## src/rtl/noc_flit_pkg.sv

```systemverilog
// Shared flit definitions for the NoC local injection path.
// Provides flit width, flit type codes, the fixed VC field, packet class
// codes, header field positions and flit-building helpers.
package noc_flit_pkg;

  localparam int FLIT_W = 38;

  typedef enum logic [1:0] {
    FLIT_BODY = 2'b00,
    FLIT_TAIL = 2'b01,
    FLIT_HEAD = 2'b10
  } flit_type_t;

  localparam logic [3:0] VC_DEFAULT = 4'b0001;

  typedef enum logic [2:0] {
    CLS_SPIKE     = 3'b000,
    CLS_BIAS      = 3'b001,
    CLS_POTENTIAL = 3'b010,
    CLS_HISTORY   = 3'b011,
    CLS_CFG_A     = 3'b100
  } pkt_class_t;

  // Header field LSB positions; coordinates occupy 6-bit fields.
  localparam int TYPE_LSB  = 36;
  localparam int VC_LSB    = 32;
  localparam int CLASS_LSB = 29;
  localparam int DST_X_LSB = 18;
  localparam int DST_Y_LSB = 12;
  localparam int SRC_X_LSB = 6;
  localparam int SRC_Y_LSB = 0;
  localparam int COORD_W   = 6;

  function automatic logic [FLIT_W-1:0] make_header(
    input logic [2:0] cls,
    input logic [2:0] dx,
    input logic [2:0] dy,
    input logic [2:0] sx,
    input logic [2:0] sy
  );
    logic [FLIT_W-1:0] h;
    h = '0;
    h[TYPE_LSB +: 2]        = FLIT_HEAD;
    h[VC_LSB +: 4]          = VC_DEFAULT;
    h[CLASS_LSB +: 3]       = cls;
    h[DST_X_LSB +: COORD_W] = COORD_W'(dx);
    h[DST_Y_LSB +: COORD_W] = COORD_W'(dy);
    h[SRC_X_LSB +: COORD_W] = COORD_W'(sx);
    h[SRC_Y_LSB +: COORD_W] = COORD_W'(sy);
    return h;
  endfunction

  function automatic logic [FLIT_W-1:0] make_data(
    input logic        last,
    input logic [31:0] word
  );
    logic [1:0] t;
    t = last ? FLIT_TAIL : FLIT_BODY;
    return {t, VC_DEFAULT, word};
  endfunction

endpackage

```

## src/rtl/local_inject_scheduler_credit_counter.sv

```systemverilog
// Credit counter tracking free slots in the router local input buffer.
// Ports: clk, reset (sync, active-high); inc (credit returned), dec (flit
// written); count (free slots), nonzero (count > 0), err (sticky overflow).
module credit_counter #(
  parameter int BUF_DEPTH = 4,
  parameter int CNT_W     = 3
) (
  input  logic             clk,
  input  logic             reset,
  input  logic             inc,
  input  logic             dec,
  output logic [CNT_W-1:0] count,
  output logic             nonzero,
  output logic             err
);

  localparam logic [CNT_W-1:0] FULL = CNT_W'(BUF_DEPTH);

  always_ff @(posedge clk) begin
    if (reset) begin
      count <= FULL;
      err   <= 1'b0;
    end else if (inc && !dec) begin
      // A credit with no outstanding flit saturates and flags the overflow.
      if (count == FULL) err <= 1'b1;
      else               count <= count + 1'b1;
    end else if (dec && !inc) begin
      count <= count - 1'b1;
    end
  end

  assign nonzero = (count != '0);

endmodule

```

## src/rtl/local_inject_scheduler.sv

```systemverilog
// Local-port injection scheduler: round-robin between the spike generator
// and the config engine at packet boundaries, builds head/body/tail flits
// and paces writes with a credit counter.
// Ports: clk, reset (sync, active-high); current_x/y (source coords);
// spk_* and cfg_* valid/ready request interfaces; credit_in (slot freed);
// flit_out/flit_out_wr (registered flit write); busy (not idle);
// credit_err (sticky credit overflow).
module local_inject_scheduler #(
  parameter int FLIT_W    = noc_flit_pkg::FLIT_W,
  parameter int BUF_DEPTH = 4,
  parameter int CNT_W     = 3
) (
  input  logic              clk,
  input  logic              reset,
  input  logic [2:0]        current_x,
  input  logic [2:0]        current_y,
  input  logic              spk_valid,
  output logic              spk_ready,
  input  logic [2:0]        spk_dst_x,
  input  logic [2:0]        spk_dst_y,
  input  logic [31:0]       spk_word,
  input  logic              cfg_valid,
  output logic              cfg_ready,
  input  logic [2:0]        cfg_dst_x,
  input  logic [2:0]        cfg_dst_y,
  input  logic [2:0]        cfg_class,
  input  logic [31:0]       cfg_word,
  input  logic              cfg_last,
  input  logic              credit_in,
  output logic [FLIT_W-1:0] flit_out,
  output logic              flit_out_wr,
  output logic              busy,
  output logic              credit_err
);

  import noc_flit_pkg::*;

  typedef enum logic [1:0] {IDLE, HEAD, BODY} state_t;
  typedef enum logic {REQ_SPK, REQ_CFG} req_t;

  state_t            state, state_d;
  req_t              grant, grant_d;
  req_t              prio, prio_d;
  logic [2:0]        dst_x, dst_y, cls, src_x, src_y;
  logic              latch;
  logic [FLIT_W-1:0] flit_d;
  logic              wr_d;
  logic [CNT_W-1:0]  credit;
  logic              credit_ok;

  credit_counter #(.BUF_DEPTH(BUF_DEPTH), .CNT_W(CNT_W)) u_credit (
    .clk     (clk),
    .reset   (reset),
    .inc     (credit_in),
    .dec     (wr_d),
    .count   (credit),
    .nonzero (credit_ok),
    .err     (credit_err)
  );

  credit_bound: assert property (@(posedge clk) disable iff (reset)
    credit <= CNT_W'(BUF_DEPTH));

  always_comb begin
    state_d   = state;
    grant_d   = grant;
    prio_d    = prio;
    latch     = 1'b0;
    flit_d    = flit_out;
    wr_d      = 1'b0;
    spk_ready = 1'b0;
    cfg_ready = 1'b0;
    unique case (state)
      IDLE: begin
        if (spk_valid || cfg_valid) begin
          grant_d = (spk_valid && (!cfg_valid || prio == REQ_SPK)) ? REQ_SPK : REQ_CFG;
          latch   = 1'b1;
          state_d = HEAD;
        end
      end
      HEAD: begin
        if (credit_ok) begin
          flit_d  = make_header(cls, dst_x, dst_y, src_x, src_y);
          wr_d    = 1'b1;
          state_d = BODY;
        end
      end
      BODY: begin
        if (grant == REQ_SPK) begin
          if (spk_valid && credit_ok) begin
            spk_ready = 1'b1;
            flit_d    = make_data(1'b1, spk_word);
            wr_d      = 1'b1;
            state_d   = IDLE;
            prio_d    = REQ_CFG;
          end
        end else if (cfg_valid && credit_ok) begin
          cfg_ready = 1'b1;
          flit_d    = make_data(cfg_last, cfg_word);
          wr_d      = 1'b1;
          if (cfg_last) begin
            state_d = IDLE;
            prio_d  = REQ_SPK;
          end
        end
      end
      default: state_d = IDLE;
    endcase
  end

  always_ff @(posedge clk) begin
    if (reset) begin
      state       <= IDLE;
      grant       <= REQ_SPK;
      prio        <= REQ_SPK;
      dst_x       <= '0;
      dst_y       <= '0;
      cls         <= '0;
      src_x       <= '0;
      src_y       <= '0;
      flit_out    <= '0;
      flit_out_wr <= 1'b0;
    end else begin
      state       <= state_d;
      grant       <= grant_d;
      prio        <= prio_d;
      flit_out    <= flit_d;
      flit_out_wr <= wr_d;
      if (latch) begin
        dst_x <= (grant_d == REQ_SPK) ? spk_dst_x : cfg_dst_x;
        dst_y <= (grant_d == REQ_SPK) ? spk_dst_y : cfg_dst_y;
        cls   <= (grant_d == REQ_SPK) ? CLS_SPIKE : cfg_class;
        src_x <= current_x;
        src_y <= current_y;
      end
    end
  end

  assign busy = (state != IDLE);

endmodule

```

## config.mk

```make
export PLATFORM = sky130hd
export DESIGN_NAME = local_inject_scheduler
export DESIGN_NICKNAME = d
export VERILOG_FILES = /design/src/rtl/noc_flit_pkg.sv /design/src/rtl/local_inject_scheduler_credit_counter.sv /design/src/rtl/local_inject_scheduler.sv
export SDC_FILE = /design/constraint.sdc
export NUM_CORES = 1
export LEC_CHECK = 0
export CAP_MARGIN = 10
export CORE_UTILIZATION = 45
export DETAILED_ROUTE_END_ITERATION = 12
export DONT_BUFFER_PORTS = 1
export GPL_TIMING_DRIVEN = 0
export RECOVER_POWER = 50
export SLEW_MARGIN = 20
export SYNTH_ARGS = -nofsm -noshare
export SYNTH_HDL_FRONTEND = slang
export SYNTH_SLANG_ARGS = --single-unit
```

## constraint.sdc

```tcl
create_clock -name clk -period 5.9 [get_ports clk]
set_input_delay 0.59 -clock clk [delete_from_list [all_inputs] [get_ports clk]]
set_output_delay 0.59 -clock clk [all_outputs]
set_load 0.05 [all_outputs]
```

; Yosys cells after proc, flatten, opt, wreduce, memory -nomap -nowiden
; Index checks and enable logic that the tools add are counted.
[word_totals]
mem_count = 0
out_inout_bits = 43
regBits = 62
rom_bits = 0
mem_bits_rw = 0
latchBits = 0
input_bits = 91
[op_classes]
div_mod_pow = 0
bitwise = 1
n_eq_ne = 11
mux = 37
addsub = 2
multipliers = 0
reduce_logical = 21
shifts = 0
order_cmp = 0
[ops]
columns = op, n
row1 = $mux W38, 4
row2 = $pmux W38 S2, 1
row3 = $mux W1, 18
row4 = $mux W3, 6
row5 = $mux W2, 6
row6 = $ne A3 B3 Y1 const B, 3
row7 = $ne A2 B2 Y1 const B, 4
row8 = $reduce_and A4 Y1, 2
row9 = $reduce_bool A2 Y1, 4
row10 = $pmux W2 S3, 1
row11 = $logic_and A1 B1 Y1, 5
row12 = $reduce_and A5 Y1, 1
row13 = $reduce_and A2 Y1, 2
row14 = $add A3 B1 Y3 const B, 1
row15 = $eq A3 B3 Y1 const B, 1
row16 = $logic_not A1 Y1, 3
row17 = $reduce_bool A3 Y1, 1
row18 = $sub A3 B1 Y3 const B, 1
row19 = $eq A2 B1 Y1 const B, 1
row20 = $eq A2 B2 Y1 const B, 1
row21 = $logic_not A2 Y1, 1
row22 = $logic_or A1 B1 Y1, 2
row23 = $ne A2 B1 Y1 const B, 1
row24 = $pmux W1 S2, 1
row25 = $not A1 Y1, 1

; Longest topological paths before layout
; Gate-level depths: netlist (run 1).
[logic_depth]
depth_word = 9
mapped_depth = 10
mapped_depth_nobuf = 9

; Modules after synthesis
; From an unflattened synthesis (run 1), not the netlist that was laid out.
[hier_totals]
hier_cells = 368
area_unflattened_um2 = 3166.8
[by_module_without_submodules]
columns = module, area_per_inst_um2, instances, seq_area_each_um2, cells_per_inst
row1 = local_inject_scheduler, 2919.0, 1, 1101.1, 339
row2 = credit_counter, 247.7, 1, 80.1, 29

; Worst setup path after synthesis (run 1)
; OpenSTA, ideal clock, no wires.
[synth_path]
kind = input to output
startpoint = input spk_valid
endpoint = output spk_ready
t_arrival_ns = 1.524
stages = 3
setup_slack_ns = 3.786
path_cell_list = buf_2 > nand2b_1 > nor2_1
[synth_between]
elab_chain_cells = 4
[synth_lines]
columns = element, line_no
row1 = start: declaration, local_inject_scheduler.sv:17  ; input logic spk_valid,
row2 = $logic_and A1 B1 Y1, local_inject_scheduler.sv:90  ; if (spk_valid && credit_ok) begin
row3 = $mux W1, local_inject_scheduler.sv:90
row4 = $mux W1, local_inject_scheduler.sv:89  ; if (grant == REQ_SPK) begin
row5 = $mux W1, local_inject_scheduler.sv:73  ; unique case (state)
row6 = end: declaration, local_inject_scheduler.sv:18  ; output logic spk_ready,
; No other way between the ends.

; Final worst setup path (run 1)
[layout_path]
startpoint = register state[0]
endpoint = register flit_out[13]
[layout_between]
elab_chain_cells = 3
word_cells_on_any_way = 8
[layout_lines]
columns = element, line_no
row1 = start: declaration, local_inject_scheduler.sv:41  ; state_t state, state_d;
row2 = start signal: assignment, local_inject_scheduler.sv:124  ; state <= state_d;
row3 = $eq A2 B2 Y1 / $eq A2 B1 Y1 (equally long branches), local_inject_scheduler.sv:73
row4 = $ne A3 B3 Y1 (no line) (tied with other cells), --
row5 = $reduce_and A4 Y1 (no line), --
row6 = end signal: assignment, local_inject_scheduler.sv:127  ; flit_out <= flit_d;
row7 = end: declaration, local_inject_scheduler.sv:30  ; output logic [FLIT_W-1:0] flit_out,
; Parallel ways exist; a longest one is shown, timed or not.
; A chain may end at the register's enable or synchronous reset.

==> results of run 1 <==
-- cell usage in the layout, fill, tap and decap left out, types with 6 or more instances in the layout --
| cell type | Yosys | final |
|---|---|---|
| buf_2 | 8 | 7 |
| clkbuf_1 | 15 | 19 |
| nand2b_1 | 6 | 6 |
| mux2_2 | 17 | 17 |
| nor2_1 | 18 | 18 |
| a311oi_1 | 6 | 6 |
| nor3_1 | 16 | 16 |
| nand2_1 | 30 | 30 |
| inv_1 | 8 | 8 |
| clkbuf_8 | 0 | 10 |
| a21oi_1 | 28 | 28 |
| nand4_1 | 17 | 17 |
| a221o_1 | 15 | 15 |
| dfxtp_1 | 59 | 59 |
| o21ai_0 | 19 | 19 |
| mux2i_1 | 20 | 20 |
-- sequential cells by signal, indices dropped and copies added, names as in the netlist --
signal and cells:
dst_x 3, u_credit.err 1, state 2, u_credit.count 3
flit_out_wr 1, src_x 3, dst_y 3, cls 3
grant 1, src_y 3, flit_out 35, prio 1
-- worst max-delay path: stages, from the launching register on --
cell and delay [ns]:
dfxtp_1 0.38, inv_1 0.08, ha_1 0.19, clkbuf_1 0.17
nor4b_1 1.25, clkbuf_1 0.44, a221o_1 0.22
-- power by group through the flow --
stage	Sequential, mW	Clock (mW)	Combinational (mW)
after floorplan	0.668	0	0.420
after global placement	0.685	0	0.522
after detailed placement	0.686	0	0.526
after CTS	0.677	0.321	0.528
after global routing	0.688	0.340	0.585
final	0.678	0.316	0.526
-- worst max-delay path by stage --
stage	start	end	slack (ns)	cells after the start
3_3_place_gp	spk_valid	spk_ready	3.68	3
4_1_cts	state[0]$_SDFFE_PP0P_	spk_ready	3.32	5
6_report	state[0]$_SDFFE_PP0P_	flit_out[13]$_SDFFE_PP0P_	3.11	6
2_1_floorplan	spk_valid	spk_ready	3.79	3
3_5_place_dp	spk_valid	spk_ready	3.67	3
5_1_grt	state[0]$_SDFFE_PP0P_	flit_out[14]$_SDFFE_PP0P_	2.85	6
-- kinds of logic after synthesis --
| family | after synthesis | synth area share [%] |
|---|---|---|
| and+or+nand+nor | 102 | 17.4 |
| AOI/OAI and AO/OA | 83 | 19.5 |
| DFF | 59 | 40.1 |
| muxes | 39 | 14.3 |
| buffers and inverters | 39 | 5.86 |
| adders and majority gates | 5 | 2.38 |
| other | 1 | 0.127 |
| xor gates and xnor gates | 1 | 0.298 |
-- routing by layer --
metal | part of all wire, % | vias up
li1 | - | 1224
met1 | 46 | 1205
met2 | 45 | 99
met3 | 7.5 | 11
met4 | 1.6 | 0
met5 | 0 | -
-- cell type report --
type	count	area, sq um	share of cell area, %
buffer	31	141	4.42
clock buffer	12	145	4.53
clock inverter	3	15.0	0.469
inverter	8	30.0	0.938
multi-input combinational	233	1590	49.7
sequential	59	1180	36.9
tap	77	96.3	3.01
==> results.md, run 1 <==
- The flow ran to the end, but the final reports show violations.
- The checks that failed: max-capacitance violations.
- The number of core rows is 29.
- For this run, the number of Yosys warnings is 0.
- The worst hold path stage count is 2.
- Summing all placed instances gives a cell area of 0.00305 sq mm.
- At the pin with the least slew margin, the transition time is 1.47 ns.
- Yosys mapped a number of flops with a built-in enable equal to 0.
- The first-pass GRT wire length is 11.8 mm.
- The master cell of the clock root buffer is clkbuf_8.
- The clock period could shrink to 2.79 ns.
- The final design utilization is 50.4%.
- The post-synthesis instance area is 0.00294 sq mm.
- STA classifies the critical path startpoint as a flip-flop.
- Counting cells, the worst reg-to-reg path comes to 6.
- The met3 track utilization from global routing is 6.46%.
- The final clock skew is 0.00681 ns.
- The relative area change from synthesis to final layout is 8.71%.
- The critical-path maximum fanout is 10.
- The final-report hold violation count is 0.
- After synthesis, the mean cell area works out to 8.95 sq um.
- TritonCTS built the clock tree.
- Setup repair after global routing left no endpoint under its margin.
- For this block, the via count after detailed routing is 2,539.
- The internal portion of the total power is 835 uW.
- The area enclosed by the die boundary is 0.00687 sq mm.
- The category of the critical setup timing path is reg2reg.
- The clock net in this run drives a total of 59 sinks.
- The worst setup slack after layout is 3.11 ns.
- The worst hold path begins at current_x[2].
- Setup violations remaining at the end of the flow were counted as 0.
- The highest ir drop seen on vdd is 0.237 mV.
- The worst slew margin relative to its limit is 0.405%.
- For this block, the routed nets add up to 7.34 mm of wire.
- With fillers left out, the area of the finished cells amounts to 0.00320 sq mm.
- The endpoint identified for the worst register-to-register timing path is flit_out[13]$_SDFFE_PP0P_.
- The final layout contains 438 nets.
- In the post-synthesis netlist, the cell with the most instances is dfxtp_1.
- Sequential cells account for 44.6% of the total power.
- The count of filler cells inserted in the layout is 610.
- The leakage power summed over all cells is 1.17 nW.
- The clock edge transition at the registers on the reported setup and hold paths is 0.07 ns.
- The share of Yosys cell area claimed by the top area cell type is 40.1%.
- The number of pins with negative max-slew slack in the final report was 0.
- The DRC violation count after routing is 0.
- The combinational cell fraction of total power is 34.6%.
- The maximum operating frequency is 358 MHz.
- The worst setup path is captured at a flip-flop.
- After legalization and detailed placement, the total HPWL measured 5.33 mm.
- The final cell count without fillers is 423.
- The post-route setup TNS is 0 ns.
- The die width is 82.9 microns.
- The region available for standard cell placement spans 0.00635 sq mm.
- The path with the worst hold slack has its endpoint at src_x[2]$_SDFFE_PP0P_.
- Of the cells placed in the final design, the portion with a size suffix greater than 1 is 14.5%.
- In the synthesized netlist, the cells that appear most often are dfxtp_1, nand2_1, a21oi_1.
- The data arrival time at the worst-slack endpoint is 3.06 ns.
- The number of global-route vias before repair is 2,383.
- The antenna cell count is 0.
- The clock network latency to the later pin of the worst-skew pair is 0.33 ns.
- The most heavily used metal layer in global routing is met2.
- The post-route clock period utilization is 47.3%.
- After the first detailed-routing iteration, the DRC count stood at 97.
- The die boundary height is 82.9 microns.
- The analysis attributes to net switching a power of 685 uW.
- The number of different library cells in the post-synthesis netlist is 44.
- Entering global routing, the biggest net connects 11 pins.
- The initial antenna violation count is 0.
- STA puts the critical path data required time at 6.17 ns.
- The total number of H-tree levels is 3.
- Of all cell types, the one taking the most synthesized area is dfxtp_1.
- The initial cell density of the core is 46.4%.
- After clock tree synthesis, the repair step resized 0 gates.
- Port buffering added 0 buffers.
- The cts-stage hold buffer count is 0.
- The routed wire length per instance is 17.4 microns.
- The switching share of power is 45.1%.
- The met1 global-route usage is 27.1%.
- The worst hold path belongs to the class in2reg.
- The synthesized netlist cell count is 329.
- Among all flip-flop cells after synthesis, the most frequent one is dfxtp_1.
- In the post-synthesis netlist, the biggest area contributors are dfxtp_1, mux2i_1, mux2_2.
- The number of primary I/O pins is 134.
- Global routing used 34.6% of the available met2 tracks.
- Once detail routing completed, the nets flagged for antenna violations numbered 0.
- Post-CTS timing repair inserted 0 buffers for setup.
- The post-synthesis sequential element count is 59.
- In this run, CTS created clock tree buffers numbering 9.
- The clock passes through at most 2 buffers.
- The number of detailed-routing iterations run before antenna repair is 4.
- In this run, placement finished with an instance count of 408.
- In the synthesized netlist the async set-or-reset flop fraction comes to 0%.
- The max-cap violation count is 1.
- Total power for the finished layout comes to 1.52 mW.
- The final RePlAce weighted congestion is 0.773.
- The part of the Yosys area used for sequential elements is 40.1%.
- The sum of overflow across all layers after global routing is 0.
- In this run, the clock network consumes 20.8% of the power.
- In the routed layout, each cell is associated on average with a via count of 6.00.
- Across all register-to-register paths, the minimum setup slack is 3.11 ns.
- The smallest hold slack is 0.393 ns.
- Prior to clock tree synthesis, the placed netlist has a worst setup slack of 3.67 ns.
- Dividing total power by cell area gives a power density of 475 mW/mm^2.
- Global routing used 21.5% of the available tracks across all layers.
- The startpoint identified for the worst register-to-register timing path is state[0]$_SDFFE_PP0P_.
No activity file was read; power rests on OpenSTA's default activity.
==> run 2: changes to the inputs <==
Clock period 5.9 ns to 2.5 ns, I/O delays scaled along.
==> run 2 against run 1 <==
Against the previous run:
- the flow now finishes without violations
- register-to-register slack lost 2.9 ns
- routed wire length about the same
- total power increased by 140%
- sequential power is 140% higher
- clock skew hardly changed
- worst setup slack lost 2.9 ns
- die area unchanged
- flip-flop and latch count unchanged
- cell count stayed put
- utilization about the same
- global-route usage is the same
==> results.md, run 2 (synthesis gave the netlist of run 1 again) <==
- Run status: complete, no violations (was finished with violations).
- The final-report hold violation count is 0 (unchanged).
- The clock network latency to the later pin of the worst-skew pair is 0.33 ns (about the same).
- The number of sinks handled by clock tree synthesis was 59 (unchanged).
- RSZ-0062 raised after global routing: no (unchanged).
- The count of buffers added by post-CTS timing repair for setup was 0 (unchanged).
- The final instance area is 0.00320 sq mm (about the same).
- The final design utilization came to 50.4% (about the same).
- The largest incremental delay on the critical path is 0.56 ns (was 1.25 ns).
- The initial antenna violation count is 0 (unchanged).
- The clock edge transition at the registers on the reported setup and hold paths came to 0.06 ns (was 0.07 ns).
- The antenna cell count was 0 (unchanged).
- The number of core rows is 29 (unchanged).
- The post-route clock period utilization is 92.1% (was 47.3%).
- The leakage power summed over all cells came to 1.18 nW (was 1.17 nW).
- The start point of the worst min-delay path is current_x[2] (unchanged).
- The power per unit of standard cell area is 1120 mW/mm^2 (was 475 mW/mm^2).
- The smallest hold slack is 0.0542 ns (was 0.393 ns).
- The actual transition at the worst max-transition pin is 0.991 ns (was 1.47 ns).
- The most frequent standard cell in the layout excluding fill and tap cells is dfxtp_1 (unchanged).
- The relative area change from synthesis to final layout is 8.75% (was 8.71%).
- The initial cell density of the core came to 46.4% (unchanged).
- The worst setup slack after layout is 0.199 ns (was 3.11 ns).
- The via-per-instance ratio is 6.01 (was 6.00).
- The final clock skew was 0.00686 ns (was 0.00681 ns).
- The worst setup timing slack at the placement stage was 0.271 ns (was 3.67 ns).
- The total placed instance area is 0.00305 sq mm (unchanged).
- The remaining antenna violation count is 0 (unchanged).
- The register with the highest flop count is flit_out (unchanged).
- The number of nets in the finished design is 438 (unchanged).
- The detailed-route via count is 2,543 (was 2,539).
- The number of pins with negative max-slew slack in the final report was 0 (unchanged).
- The maximum number of buffers from clock root to sink is 2 (unchanged).
- Commonest non-fill, non-tap cells in the layout: dfxtp_1, nand2_1, a21oi_1 (unchanged).
- The critical path's slowest cell is nor4b_1 (unchanged).
- The die width came to 82.9 microns (unchanged).
- The core outline area was 0.00635 sq mm (unchanged).
- The path type of the worst min-delay path is in2reg (unchanged).
- The count of placed standard cells including taps was 408 (unchanged).
- The maximum number of pins on one net before global-route repair is 11 (unchanged).
- The final cell count without fillers was 423 (unchanged).
- The DRC violation count after routing was 0 (unchanged).
- The post-route setup TNS is 0 ns (unchanged).
- The end of the worst register-to-register path is flit_out[13]$_SDFFE_PP0P_ (unchanged).
- The number of flip-flops in the largest register was 35 (unchanged).
- The start of the worst register-to-register path is state[1]$_SDFFE_PP0P_ (was state[0]$_SDFFE_PP0P_).
- Cell chain of the critical path: inv_1 -> ha_1 -> nor4b_1 -> o22ai_1 -> a21oi_2 -> buf_2 -> a221o_1 (was inv_1 -> ha_1 -> clkbuf_1 -> nor4b_1 -> clkbuf_1 -> a221o_1).
- The final setup violation count was 0 (unchanged).
- The critical-path maximum fanout is 10 (unchanged).
- The cts-stage hold buffer count is 0 (unchanged).
- The number of global-route vias before repair is 2,383 (unchanged).
- The capturing element type of the critical path is a flip-flop (unchanged).
- The startpoint kind of the worst setup timing path is a flip-flop (unchanged).
- The count of instances resized after the clock tree is built is 0 (unchanged).
- The aggregate global-route resource usage is 21.5% (unchanged).
- The post-detailed-placement half-perimeter wirelength is 5.33 mm (unchanged).
- The count of port buffers added during placement is 0 (unchanged).
- The category of the critical setup timing path is reg2reg (unchanged).
- The fraction of final layout cells sized beyond drive strength 1 is 14.7% (was 14.5%).
- The area enclosed by the die boundary is 0.00687 sq mm (unchanged).
- The post-detailed-routing wire length came to 7.34 mm (about the same).
- The number of cells on the worst reg-to-reg path is 7 (was 6).
- The max-cap violation count is 0 (was 1).
- The first-pass GRT wire length is 11.8 mm (unchanged).
- The final RePlAce weighted congestion came to 0.773 (unchanged).
- The setup slack of the most critical reg-to-reg path is 0.20 ns (was 3.11 ns).
- The end of the worst hold path was src_x[2]$_SDFFE_PP0P_ (unchanged).
- The worst hold path stage count is 2 (unchanged).
- The data arrival time at the worst-slack endpoint is 2.57 ns (was 3.06 ns).
- The total number of H-tree levels is 3 (unchanged).
- The worst slew margin relative to its limit came to 33.7% (was 0.405%).
- The initial detailed-routing violation count is 91 (was 97).
- The CTS buffer count is 9 (unchanged).
- The highest ir drop seen on vdd is 0.557 mV (was 0.237 mV).
- The total design power was 3.58 mW (was 1.52 mW).
- The minimum clock period after layout was 2.30 ns (was 2.79 ns).
- The number of primary I/O pins is 134 (unchanged).
- The routed wire length per instance is 17.4 microns (about the same).
- The sum of overflow across all layers after global routing was 0 (unchanged).
- The critical path required time is 2.77 ns (was 6.17 ns).
- The number of detailed-routing iterations run before antenna repair came to 4 (unchanged).
- The die boundary height was 82.9 microns (unchanged).
- The master cell of the clock root buffer is clkbuf_8 (unchanged).
- The CTS tree is yes (unchanged).
- The maximum operating frequency was 435 MHz (was 358 MHz).
[run 2: per-layer routing]
layer,up-vias,GRT usage [%],wire [microns]
met5,-,0,0
met4,0,7.99,98
met3,8,6.46,594
met2,100,34.6,3320
met1,1210,27.1,3330
li1,1225,-,-
[run 2: report_power, final]
part,switching [mW],leakage (nW),internal [mW]
Clock,0.368,0.0860,0.377
Combinational,0.774,0.609,0.466
Sequential,0.468,0.481,1.13
[run 2: worst max-delay path by stage]
stage	start	end	slack, ns	cells past startpoint
after floorplan	state[0]$_SDFFE_PP0P_	u_credit.count[2]$_SDFFE_PP1P_	0.41	10
after global placement	state[0]$_SDFFE_PP0P_	flit_out[31]$_SDFFE_PP0P_	0.29	8
after detailed placement	state[0]$_SDFFE_PP0P_	flit_out[14]$_SDFFE_PP0P_	0.27	6
after CTS	state[0]$_SDFFE_PP0P_	spk_ready	0.26	5
after global routing	state[1]$_SDFFE_PP0P_	flit_out[14]$_SDFFE_PP0P_	0.02	7
final	state[1]$_SDFFE_PP0P_	flit_out[13]$_SDFFE_PP0P_	0.20	7
[run 2: critical path: cells and delay by family, from the launching register on]
kind | cells | cell delay, ns
buffers and inverters | 2 | 0.40
AO/OA/AOI/OAI | 3 | 0.76
AND/OR/NAND/NOR | 1 | 0.56
adder cells (fa/ha/maj) | 1 | 0.19
flip-flops | 1 | 0.33
[run 2: cell type report]
cell class	count	area, sq um
sequential	59	1180
inverter	8	30.0
buffer	31	143
clock inverter	3	15.0
tap	77	96.3
clock buffer	12	145
fill	613	3150
multi-input combinational	233	1590
==> run 3: changes to the inputs <==
Settings changed: CORE_UTILIZATION 45 to 46.
==> run 3 against run 2 <==
Against the previous run:
- register-to-register slack about the same
- critical path depth unchanged
- worst hold slack got worse by 0.015 ns
- global-route usage increased by 1.6 points
- routed wire length increased by 2.6%
- flip-flop and latch count unchanged
- clock skew about the same
- combinational power about the same
- count of clock-buffer cells in the layout decreased by 1
- critical endpoint is now flit_out[30]$_SDFFE_PP0P_
- highest routed layer unchanged
==> results.md, run 3 (synthesis gave the netlist of run 1 again) <==
- Run status: complete, no violations (unchanged).
- The critical path required time is 2.78 ns (was 2.77 ns).
- The maximum number of buffers from clock root to sink came to 2 (unchanged).
- The number of pins with negative max-slew slack in the final report is 0 (unchanged).
- The number of buffers and inverters on the critical path is 2 (unchanged).
- The first-pass GRT wire length came to 11.6 mm (was 11.8 mm).
- The count of buffers added by post-CTS timing repair for setup is 0 (unchanged).
- The initial antenna violation count is 0 (unchanged).
- The initial detailed-routing violation count was 102 (was 91).
- The category of the critical setup timing path is reg2reg (unchanged).
- Commonest non-fill, non-tap cells in the layout: dfxtp_1, nand2_1, a21oi_1 (unchanged).
- The total number of H-tree levels was 3 (unchanged).
- The path type of the worst min-delay path is in2reg (unchanged).
- The number of flip-flops in the largest register is 35 (unchanged).
- The post-detailed-placement half-perimeter wirelength is 5.49 mm (was 5.33 mm).
- The critical-path maximum fanout is 10 (unchanged).
- The detailed-route via count is 2,521 (was 2,543).
- The DRC violation count after routing came to 0 (unchanged).
- The largest incremental delay on the critical path was 0.58 ns (was 0.56 ns).
- The setup slack of the most critical reg-to-reg path is 0.20 ns (about the same).
- The minimum clock period after layout was 2.30 ns (about the same).
- The number of sinks handled by clock tree synthesis came to 59 (unchanged).
- The maximum operating frequency is 434 MHz (was 435 MHz).
- The sum of overflow across all layers after global routing was 0 (unchanged).
- The master cell of the clock root buffer was clkbuf_8 (unchanged).
- The worst slew margin relative to its limit is 35.3% (was 33.7%).
- The routed wire length per instance came to 17.8 microns (was 17.4 microns).
- The final setup violation count is 0 (unchanged).
- The aggregate global-route resource usage was 23.1% (was 21.5%).
- The power per unit of standard cell area came to 1150 mW/mm^2 (was 1120 mW/mm^2).
- The capturing element type of the critical path is a flip-flop (unchanged).
- The startpoint kind of the worst setup timing path is a flip-flop (unchanged).
- The number of detailed-routing iterations run before antenna repair is 4 (unchanged).
- The clock network latency to the later pin of the worst-skew pair came to 0.34 ns (was 0.33 ns).
- Cell chain of the critical path: inv_1 -> ha_1 -> nor4b_1 -> o22ai_1 -> a21oi_2 -> buf_2 -> a221o_1 (unchanged).
- The data arrival time at the worst-slack endpoint was 2.58 ns (was 2.57 ns).
- The via-per-instance ratio is 5.97 (was 6.01).
- The highest ir drop seen on vdd is 0.563 mV (was 0.557 mV).
- The maximum number of pins on one net before global-route repair is 11 (unchanged).
- The post-route clock period utilization is 92.1% (about the same).
- The number of nets in the finished design is 438 (unchanged).
- The fraction of final layout cells sized beyond drive strength 1 was 15.0% (was 14.7%).
- The post-route setup TNS is 0 ns (unchanged).
- The initial cell density of the core is 48.6% (was 46.4%).
- The number of core rows is 28 (was 29).
- The max-cap violation count is 0 (unchanged).
- The die boundary height was 82 microns (was 82.9 microns).
- The cts-stage hold buffer count came to 0 (unchanged).
- The final-report hold violation count is 0 (unchanged).
- The final instance area is 0.00323 sq mm (was 0.00320 sq mm).
- The relative area change from synthesis to final layout is 9.69% (was 8.75%).
- The core outline area is 0.00606 sq mm (was 0.00635 sq mm).
- The most frequent standard cell in the layout excluding fill and tap cells is dfxtp_1 (unchanged).
- The total placed instance area is 0.00305 sq mm (about the same).
- The die width is 82 microns (was 82.9 microns).
- The start of the worst register-to-register path is state[1]$_SDFFE_PP0P_ (unchanged).
- The number of global-route vias before repair is 2,385 (was 2,383).
- The count of filler cells inserted in the layout is 594 (was 613).
- The post-detailed-routing wire length is 7.53 mm (was 7.34 mm).
- RSZ-0062 raised after global routing: no (unchanged).
- The area enclosed by the die boundary is 0.00672 sq mm (was 0.00687 sq mm).
- The clock edge transition at the registers on the reported setup and hold paths is 0.07 ns (was 0.06 ns).
- The remaining antenna violation count was 0 (unchanged).
- The final design utilization was 53.3% (was 50.4%).
- The CTS buffer count is 9 (unchanged).
- The final clock skew came to 0.00644 ns (was 0.00686 ns).
- The final RePlAce weighted congestion is 0.807 (was 0.773).
- The count of instances resized after the clock tree is built is 0 (unchanged).
- The start point of the worst min-delay path is current_y[0] (was current_x[2]).
- The actual transition at the worst max-transition pin was 0.968 ns (was 0.991 ns).
- The register with the highest flop count is flit_out (unchanged).
- The number of cells on the worst reg-to-reg path is 7 (unchanged).
- The critical path's slowest cell is nor4b_1 (unchanged).
- The CTS tree is yes (unchanged).
- The end of the worst hold path is src_y[0]$_SDFFE_PP0P_ (was src_x[2]$_SDFFE_PP0P_).
- The end of the worst register-to-register path is flit_out[30]$_SDFFE_PP0P_ (was flit_out[13]$_SDFFE_PP0P_).
- The antenna cell count came to 0 (unchanged).
- The dominant delay contributor by cell family on the critical path is compound AO/OA/AOI/OAI gates (unchanged).
- The worst hold path stage count is 2 (unchanged).
- The leakage power summed over all cells is 1.19 nW (was 1.18 nW).
- The count of port buffers added during placement is 0 (unchanged).
- The number of primary I/O pins is 134 (unchanged).
==> run 3: cell type report <==
cell class	instances	area, sq um	share of cell area [%]
Sequential cell	59	1180	36.6
Tap cell	75	93.8	2.91
Clock inverter	5	52.6	1.63
Multi-Input combinational cell	233	1590	49.3
Clock buffer	11	141	4.38
Buffer	31	139	4.30
Inverter	8	30.0	0.930
==> run 3: routing by layer <==
metal | share of wire, % | GRT usage (%) | routed length [microns] | vias to the layer above
li1 | - | - | - | 1235
met4 | 2.4 | 12.5 | 179 | 0
met2 | 46 | 37.0 | 3480 | 94
met5 | 0 | 0 | 0 | -
met1 | 44 | 28.3 | 3320 | 1175
met3 | 7.4 | 5.56 | 555 | 17
==> run 3: worst max-delay path by stage <==
stage                                      from                        endpoint  slack [ns]  cells after the start
final                     state[1]$_SDFFE_PP0P_       flit_out[30]$_SDFFE_PP0P_        0.20                      7
after global routing      state[0]$_SDFFE_PP0P_       flit_out[28]$_SDFFE_PP0P_        0.02                      9
after CTS                 state[0]$_SDFFE_PP0P_       flit_out[23]$_SDFFE_PP0P_        0.26                      9
after detailed placement  state[0]$_SDFFE_PP0P_       flit_out[25]$_SDFFE_PP0P_        0.27                      9
after global placement    state[0]$_SDFFE_PP0P_       flit_out[18]$_SDFFE_PP0P_        0.27                      6
after floorplan           state[0]$_SDFFE_PP0P_  u_credit.count[2]$_SDFFE_PP1P_        0.41                     10
==> run 3: power by group <==
part | total [mW] | leakage, nW | switching [mW] | internal (mW)
registers | 1.60 | 0.481 | 0.472 | 1.13
logic | 1.23 | 0.605 | 0.772 | 0.462
clock network | 0.871 | 0.0991 | 0.388 | 0.482
==> run 3: per-stage QoR <==
stage	setup WS (ns)	power [mW]	instances	hold WS, ns
floorplan	0.411	2.57	331	0.386
global placement	0.272	2.85	406	0.390
global route	0.0246	3.93	422	0.0487
detailed placement	0.269	2.87	406	0.393
finish	0.198	3.71	422	0.0389
CTS	0.258	3.73	422	0.0239
